`src/rtl/seg7_scan_ctrl.sv`:
```
// Time-multiplexed scan controller for common-anode 7-segment digits sharing one decoder.
// Walks BCD digits with a dead-time gap per slot, frame-coherent loads, zero blanking and blink.
module seg7_scan_ctrl #(
  parameter int unsigned N_DIGITS     = 4,
  parameter int unsigned REFRESH_DIV  = 100000,
  parameter int unsigned DEAD_CYC     = 16,
  parameter int unsigned BLINK_FRAMES = 64
) (
  input  logic                  clk,
  input  logic                  reset,
  input  logic                  enable,
  input  logic                  load,
  input  logic [4*N_DIGITS-1:0] value_in,
  input  logic                  blank_lz,
  input  logic [N_DIGITS-1:0]   blink_mask,
  output logic [3:0]            bin_out,
  output logic                  dec_en,
  output logic [N_DIGITS-1:0]   an_out,
  output logic                  frame_tick
);

  localparam int unsigned CNT_W = $clog2(REFRESH_DIV);
  localparam int unsigned IDX_W = (N_DIGITS > 1) ? $clog2(N_DIGITS) : 1;
  localparam int unsigned FC_W  = (BLINK_FRAMES > 1) ? $clog2(BLINK_FRAMES) : 1;

  localparam logic [CNT_W-1:0] DEAD_LAST = CNT_W'(DEAD_CYC - 1);
  localparam logic [CNT_W-1:0] SLOT_LAST = CNT_W'(REFRESH_DIV - 1);
  localparam logic [IDX_W-1:0] IDX_LAST  = IDX_W'(N_DIGITS - 1);
  localparam logic [FC_W-1:0]  FC_LAST   = FC_W'(BLINK_FRAMES - 1);

  typedef enum logic [1:0] {StOff, StBlank, StOn} state_e;

  state_e                state_q, state_d;
  logic [CNT_W-1:0]      cnt_q, cnt_d;
  logic [IDX_W-1:0]      idx_q, idx_d;
  logic [4*N_DIGITS-1:0] pending_q, pending_d;
  logic [4*N_DIGITS-1:0] active_q, active_d;
  logic [FC_W-1:0]       fc_q, fc_d;
  logic                  phase_q, phase_d;

  logic [3:0]            bin_d;
  logic                  dec_en_d;
  logic [N_DIGITS-1:0]   an_d;
  logic                  tick_d;

  always_comb begin
    state_d   = state_q;
    cnt_d     = cnt_q;
    idx_d     = idx_q;
    active_d  = active_q;
    fc_d      = fc_q;
    phase_d   = phase_q;
    tick_d    = 1'b0;
    pending_d = load ? value_in : pending_q;

    unique case (state_q)
      StOff: begin
        state_d  = StBlank;
        cnt_d    = '0;
        idx_d    = '0;
        active_d = pending_q;
      end
      StBlank: begin
        cnt_d = cnt_q + 1'b1;
        if (cnt_q == DEAD_LAST) state_d = StOn;
      end
      StOn: begin
        if (cnt_q == SLOT_LAST) begin
          cnt_d   = '0;
          state_d = StBlank;
          if (idx_q == IDX_LAST) begin
            // Frame boundary: the old pending is taken even if a load lands on this edge.
            idx_d    = '0;
            active_d = pending_q;
            tick_d   = 1'b1;
          end else begin
            idx_d = idx_q + 1'b1;
          end
        end else begin
          cnt_d = cnt_q + 1'b1;
        end
      end
      default: state_d = StOff;
    endcase

    if (tick_d) begin
      if (fc_q == FC_LAST) begin
        fc_d    = '0;
        phase_d = ~phase_q;
      end else begin
        fc_d = fc_q + 1'b1;
      end
    end

    if (!enable) begin
      state_d  = StOff;
      cnt_d    = '0;
      idx_d    = '0;
      fc_d     = '0;
      phase_d  = 1'b0;
      tick_d   = 1'b0;
      active_d = active_q;
    end
  end

  // Outputs are decoded from the next state so they register on the same edge.
  logic [N_DIGITS-1:0] zero_above;
  logic                hi_zero;
  logic                suppress;
  logic                lit;

  always_comb begin
    zero_above = '0;
    hi_zero    = 1'b1;
    for (int i = N_DIGITS - 1; i >= 0; i--) begin
      hi_zero       = hi_zero & (active_d[4*i +: 4] == 4'h0);
      zero_above[i] = hi_zero;
    end
    suppress = (blank_lz && (idx_d != '0) && zero_above[idx_d]) ||
               (blink_mask[idx_d] && phase_d);
    lit      = (state_d == StOn) && !suppress;

    an_d = '1;
    if (lit) an_d[idx_d] = 1'b0;
    dec_en_d = lit;
    bin_d    = (state_d == StOff) ? 4'h0 : active_d[4*idx_d +: 4];
  end

  always_ff @(posedge clk) begin
    if (reset) begin
      state_q    <= StOff;
      cnt_q      <= '0;
      idx_q      <= '0;
      pending_q  <= '0;
      active_q   <= '0;
      fc_q       <= '0;
      phase_q    <= 1'b0;
      bin_out    <= 4'h0;
      dec_en     <= 1'b0;
      an_out     <= '1;
      frame_tick <= 1'b0;
    end else begin
      state_q    <= state_d;
      cnt_q      <= cnt_d;
      idx_q      <= idx_d;
      pending_q  <= pending_d;
      active_q   <= active_d;
      fc_q       <= fc_d;
      phase_q    <= phase_d;
      bin_out    <= bin_d;
      dec_en     <= dec_en_d;
      an_out     <= an_d;
      frame_tick <= tick_d;
    end
  end

endmodule

```
`config.mk`:
```
export PLATFORM = sky130hd
export DESIGN_NAME = seg7_scan_ctrl
export DESIGN_NICKNAME = d
export VERILOG_FILES = /design/src/rtl/seg7_scan_ctrl.sv
export SDC_FILE = /design/constraint.sdc
export NUM_CORES = 1
export LEC_CHECK = 0
export ABC_CLOCK_PERIOD_IN_PS = 2200
export BUFFER_PORTS_ARGS = -buffer_cell sky130_fd_sc_hd__buf_2
export CAP_MARGIN = 10
export CORE_ASPECT_RATIO = 0.75
export CORE_UTILIZATION = 25
export CTS_BUF_LIST = sky130_fd_sc_hd__clkbuf_8
export DETAILED_ROUTE_END_ITERATION = 12
export GPL_ROUTABILITY_DRIVEN = 0
export GPL_TIMING_DRIVEN = 0
export PLACE_DENSITY_LB_ADDON = 0.05
export SETUP_SLACK_MARGIN = 0.5
export SLEW_MARGIN = 10
export SYNTH_ARGS = -nofsm -noshare
export SYNTH_HDL_FRONTEND = slang
export SYNTH_SLANG_ARGS = --single-unit
```
`constraint.sdc`:
```
create_clock -name clk -period 2.2 [get_ports clk]
set_input_delay 0 -clock clk [delete_from_list [all_inputs] [get_ports clk]]
set_output_delay 0 -clock clk [all_outputs]
set_load 0.02 [all_outputs]
```
==> impl_metrics.toml, run 1 <==
[floorplanning]
fp.coreArea_um2 = 12300
pin_count = 35
rows = 35
die_w_um = 132
die_height_um = 99.8
start_util = 0.258
die_area_um2 = 13200

[cells_and_area]
drive_above_1_share = 0.371
nets = 478
fin_area_um2 = 4760
fin_cells = 616
syn_to_final_growth_pct = 49.3
antenna_cells = 0

[global_routing]
met2_usage = 0.202
antenna_found_initial = 0
met1_usage = 0.241
overflow = 0
top_usage_layer = "met1"
gr-usage-all-layers = 0.155
grt_pass1_vias = 2773
gr-usage-met3 = 0.0384
grt_max_degree = 13
grt_pass1_wl_um = 15400

[sta]
rsz0062_at_grt = "true"
period_share = 1.08
layout_setup_ws_ns = -0.180
max-slew-margin-rel = 0.489
clock_skew_ns = 0.00686
tightest_slew_ns = 0.766
whs_ns = 0.106
report.final.slew_viol_count = 0
min_period_ns = 2.38
final-hold-violation-count = 0
fmax_mhz = 420
final-setup-viol-count = 8

[yosys]
ys_types = 54
ys_seq_area_frac = 0.440
ys.flop_type = "dfxtp_1"
synth_most_common_cell = "dfxtp_1"
syn_area_per_cell_um2 = 9.11
ys_seq_elements = 70
syn_area_um2 = 3190
synth_common_cells = "70 x dfxtp_1, 56 x nor2_1, 22 x nand2_1, 18 x mux2i_1, 17 x xor2_1"
yosysTopAreaCellShare = 0.440
synth_edf_count = 0
yosys.area.top_type = "dfxtp_1"
async_flop_share = 0
synth_cells = 350
ys_warn_count = 0
synthTopCellsByArea = "dfxtp_1 44%, nor2_1 6.6%, mux2i_1 5.7%, xor2_1 4.7%, ha_1 3.1%"
synth_nets = 383

[clock_tree]
cts-root-buf = "clkbuf_8"
h-tree-depth = 3
clk_latency_ns = 0.36
cts_buffers = 9
cts_tree = "done"
path_clk_slew_ns = 0.08
clk_path_buf_depth = 2
cts_sinks = 70

[route]
drtIter0Drc = 120
via_per_inst = 4.68
wl_per_cell_um = 15.8
wirelength_um = 9730
drc = 0
drtPass1Iterations = 4
vias = 2882
ant_nets = 0

[worst_setup_path]
crit_path_start = "cnt_q[11]$_SDFFE_PP0P_"
critPathMaxStageDelay_ns = 0.36
worstPathCellList = "nor4_4, nand4_1, buf_6, nor2_4, mux2_4, a32oi_2, nand4_1, nor3b_2"
endpoint_kind = "register"
crit_required_ns = 2.43
crit_type = "register to register"
timing.rr.start = "cnt_q[11]$_SDFFE_PP0P_"
path_common_cell = "nand4_1"
arrival_ns = 2.61
crit_fanout = 7
crit_path_top_delay_cell = "mux2_4"
startpoint_type = "register"

[place]
dp.cells = 548
hpwl_um = 6660
port_buffers = 32
place_area_um2 = 3730

[hold_path]
holdCritPathClass = "primary input to register"
holdCritStartpoint = "enable"

[power_and_ir_drop]
ir_drop_uv = 306
power_leakage_nw = 1.85
pwr_density_cell_nw_per_um2 = 583

[run_status]
violations = "negative setup slack"
status = "finished, violations left"

[run]
cap_violations = 0
## cell families after synthesis
group / Yosys count / synth area share
mux: 20 / 0.0636
fa+ha+maj: 8 / 0.0314
xor+xnor: 21 / 0.0577
simple gates: 152 / 0.255
flops: 70 / 0.440
compound gates: 60 / 0.129
buf+inv: 19 / 0.0236
## through the flow
stage	utilization	TNS [ns]	power, mW	worst slack, ns
final	0.385	-0.864	2.77	-0.180
after global routing	0.385	-1.71	2.91	-0.276
after CTS	0.368	-0.780	2.78	-0.155
after detailed placement	0.302	-2.23	1.55	-0.345
after global placement	0.302	-2.46	1.55	-0.379
after floorplan	-	0	1.48	0.0243
## where the power goes
part           switching, mW  internal [mW]
registers             0.0254           1.29
clock network          0.524          0.632
logic                  0.139          0.159
## layout by cell type, fill, tap and decap left out, drive strengths merged, types with 5 or more instances in the layout
master,n
a21oi,10
ha,8
dlygate4sd3,17
mux2i,18
and3,9
a22oi,10
clkbuf,19
or4,5
nand2b,5
xor2,17
nand2,23
buf,73
nor2,57
nor2b,5
nand3,12
nand4,11
nor3,5
dfxtp,70
o21ai,11
## flip-flops by register name, summed over array words and instances, names as in the netlist
name and cells:
active_q 16, cnt_q 17, idx_q 2, bin_out 4
an_out 4, fc_q 6, phase_q 1, pending_q 16
state_q 2, dec_en 1, frame_tick 1
## metal layers
metal	vias to the layer above	wire length, um
met4	0	122
li1	1442	-
met3	10	299
met2	53	3670
met5	-	0
met1	1377	5640
## critical path: cells and delay by family, from the launching register on
kind / cells / cell delay (ns)
and+or+nand+nor: 5 / 1.20
DFF: 1 / 0.35
muxes: 1 / 0.36
AOI/OAI and AO/OA: 1 / 0.18
buffers and inverters: 1 / 0.16
## area by class of cell
cell class                 instances  area (um2)
inverter                           3        11.3
clock inverter                     7        90.1
timing repair buffer              84         678
sequential                        70        1420
buffer                            16         143
clock buffer                       9         124
multi-input combinational        261        2080
fill                            1302        7590
tap                              166         208
## final timing paths
check	cells after the start	endpoint	slack, ns
worst max-delay path	8	dec_en$_SDFF_PP0_	-0.18
worst min-delay path	3	state_q[1]$_SDFF_PP0_	0.11
worst max register to register	8	dec_en$_SDFF_PP0_	-0.18
worst min register to register	2	active_q[15]$_SDFF_PP0_	0.50
## timing repair
action | 4_1_cts | 5_1_grt
endpoints found under the setup margin | 51 | 52
gates resized for setup | 55 | 31
cloned | 3 | 0
setup buffers | 22 | 10
pin swaps | 24 | 20
hold buffers | 17 | 0
hold endpoints to repair | 18 | 0
Power figures use the tool's default switching activity.
==> run 2: changes to the inputs <==
CORE_UTILIZATION = 50   (was 25)
==> run 2 against run 1 <==
  * The run still ends with negative setup slack left
  * Clock skew shrank 0.00051 ns
  * Hold slack lost 0.096 ns
  * Utilization grew 43 points
  * Critical endpoint unchanged
==> impl_metrics.toml, run 2 (same netlist as run 1, synthesis figures left out) <==
[sta]
tightest_slew_ns = 0.787
rsz0062_at_grt = "true"
fmax_mhz = 403
max-slew-margin-rel = 0.475
final-setup-viol-count = 8
whs_ns = 0.00920
report.final.slew_viol_count = 0
clock_skew_ns = 0.00635
tns_ns = -1.05
min_period_ns = 2.48
period_share = 1.13
final-hold-violation-count = 0
layout_setup_ws_ns = -0.282

[route]
drtIter0Drc = 283
ant_nets = 0
drtPass1Iterations = 5
wl_per_cell_um = 18.5
drc = 0
wirelength_um = 9980
vias = 3136
via_per_inst = 5.81

[cells_and_area]
fillers = 370
final_cell_mix = "58 x dfxtp_1, 41 x nor2_1, 32 x buf_2, 31 x buf_4, 18 x nand2_1"
largest-register = "cnt_q"
nets = 490
final_common_cell = "dfxtp_1"
antenna_cells = 0
drive_above_1_share = 0.439
top_regs = "cnt_q (17), active_q (16), pending_q (16)"
largest_register_ffs = 17
fin_cells = 540
final_core_util = 0.816
syn_to_final_growth_pct = 53.0

[global_routing]
top_usage_layer = "met1"
antenna_found_initial = 0
overflow = 0
met2_usage = 0.400
grt_pass1_vias = 2819
gr-usage-met3 = 0.0591
grt_pass1_wl_um = 14100
grt_max_degree = 13
gr-usage-all-layers = 0.277
met1_usage = 0.408

[clock_tree]
cts_sinks = 70
clk_latency_ns = 0.35
cts_buffers = 9
h-tree-depth = 3
cts-root-buf = "clkbuf_8"
path_clk_slew_ns = 0.08
cts_tree = "done"
clk_path_buf_depth = 2

[run_status]
violations = "negative setup slack"
status = "finished, violations left"

[place]
hpwl_um = 5450
port_buffers = 32
place_ws_ns = -0.291
dp.cells = 460

[floorplanning]
rows = 24
start_util = 0.533
die_height_um = 71.1
die_w_um = 94.2
fp.coreArea_um2 = 5980
pin_count = 35
die_area_um2 = 6700

[power_and_ir_drop]
pwr_density_cell_nw_per_um2 = 571
power_leakage_nw = 1.93
ir_drop_uv = 480

[worst_setup_path]
endpoint_kind = "register"
startpoint_type = "register"
crit_required_ns = 2.43
crit_fanout = 5
arrival_ns = 2.72
crit_type = "register to register"

[hold_path]
holdCritPathClass = "primary input to register"

[run]
cap_violations = 0
[run 2: cell count changes in the layout (fill, tap and decap cells not counted), sizes merged]
cell,previous run,this run
buf,73,85
clkbuf,19,21
clkinv,3,2
clkinvlp,1,2
dlygate4sd3,17,16
inv,4,3
[run 2: what timing repair did]
item | in CTS | in global routing
buffers inserted | 28 | 17
hold buffers | 16 | 0
gates resized for setup | 55 | 64
cloned | 3 | 0
endpoints found under the hold margin | 16 | 0
setup endpoints to repair | 49 | 53
pin swaps | 27 | 30
[run 2: through the flow]
stage / total power [mW] / area (um2)
2_1_floorplan: 1.48 / 3360
3_3_place_gp: 1.53 / 3620
3_5_place_dp: 1.54 / 3620
4_1_cts: 2.74 / 4470
5_1_grt: 2.87 / 4880
6_report: 2.78 / 4880
[run 2: cell type report]
| type | count | area (um2) | area share |
|---|---|---|---|
| clock buffers | 10 | 138 | 0.0282 |
| clock inverters | 6 | 85.1 | 0.0174 |
| multi-input cells | 261 | 2200 | 0.451 |
| well taps | 78 | 97.6 | 0.0200 |
| plain buffers | 16 | 143 | 0.0292 |
| flip-flops and latches | 70 | 1430 | 0.292 |
| inverters | 3 | 11.3 | 0.00231 |
| repair buffers | 96 | 778 | 0.160 |
[run 2: final timing paths]
check                                             from                endpoint  slack (ns)  cells after the start
worst max-delay path             state_q[1]$_SDFF_PP0_       dec_en$_SDFF_PP0_       -0.28                      9
worst min-delay path                             reset  active_q[6]$_SDFF_PP0_       0.009                      2
worst max register to register   state_q[1]$_SDFF_PP0_       dec_en$_SDFF_PP0_       -0.28                      9
worst min register to register  active_q[0]$_SDFF_PP0_  active_q[0]$_SDFF_PP0_        0.53                      2
[run 2: report_power, final]
group,internal [mW],total [mW],switching [mW]
Combinational,0.161,0.310,0.149
Clock,0.665,1.16,0.492
Sequential,1.29,1.32,0.0272
Total,2.12,2.78,0.668
[run 2: layer usage]
layer | vias up | wire length (um)
met4 | 0 | 116
met3 | 18 | 750
met5 | - | 0
met1 | 1487 | 4490
li1 | 1485 | -
met2 | 146 | 4620
[run 2: critical path, cell delays in order, from the launching register on]
cell	delay [ns]
dfxtp_2	0.43
inv_1	0.12
ha_1	0.25
nand2b_1	0.14
and2_1	0.29
nand3_1	0.15
mux2_4	0.31
a32oi_1	0.19
nand4_1	0.25
nor3b_2	0.23
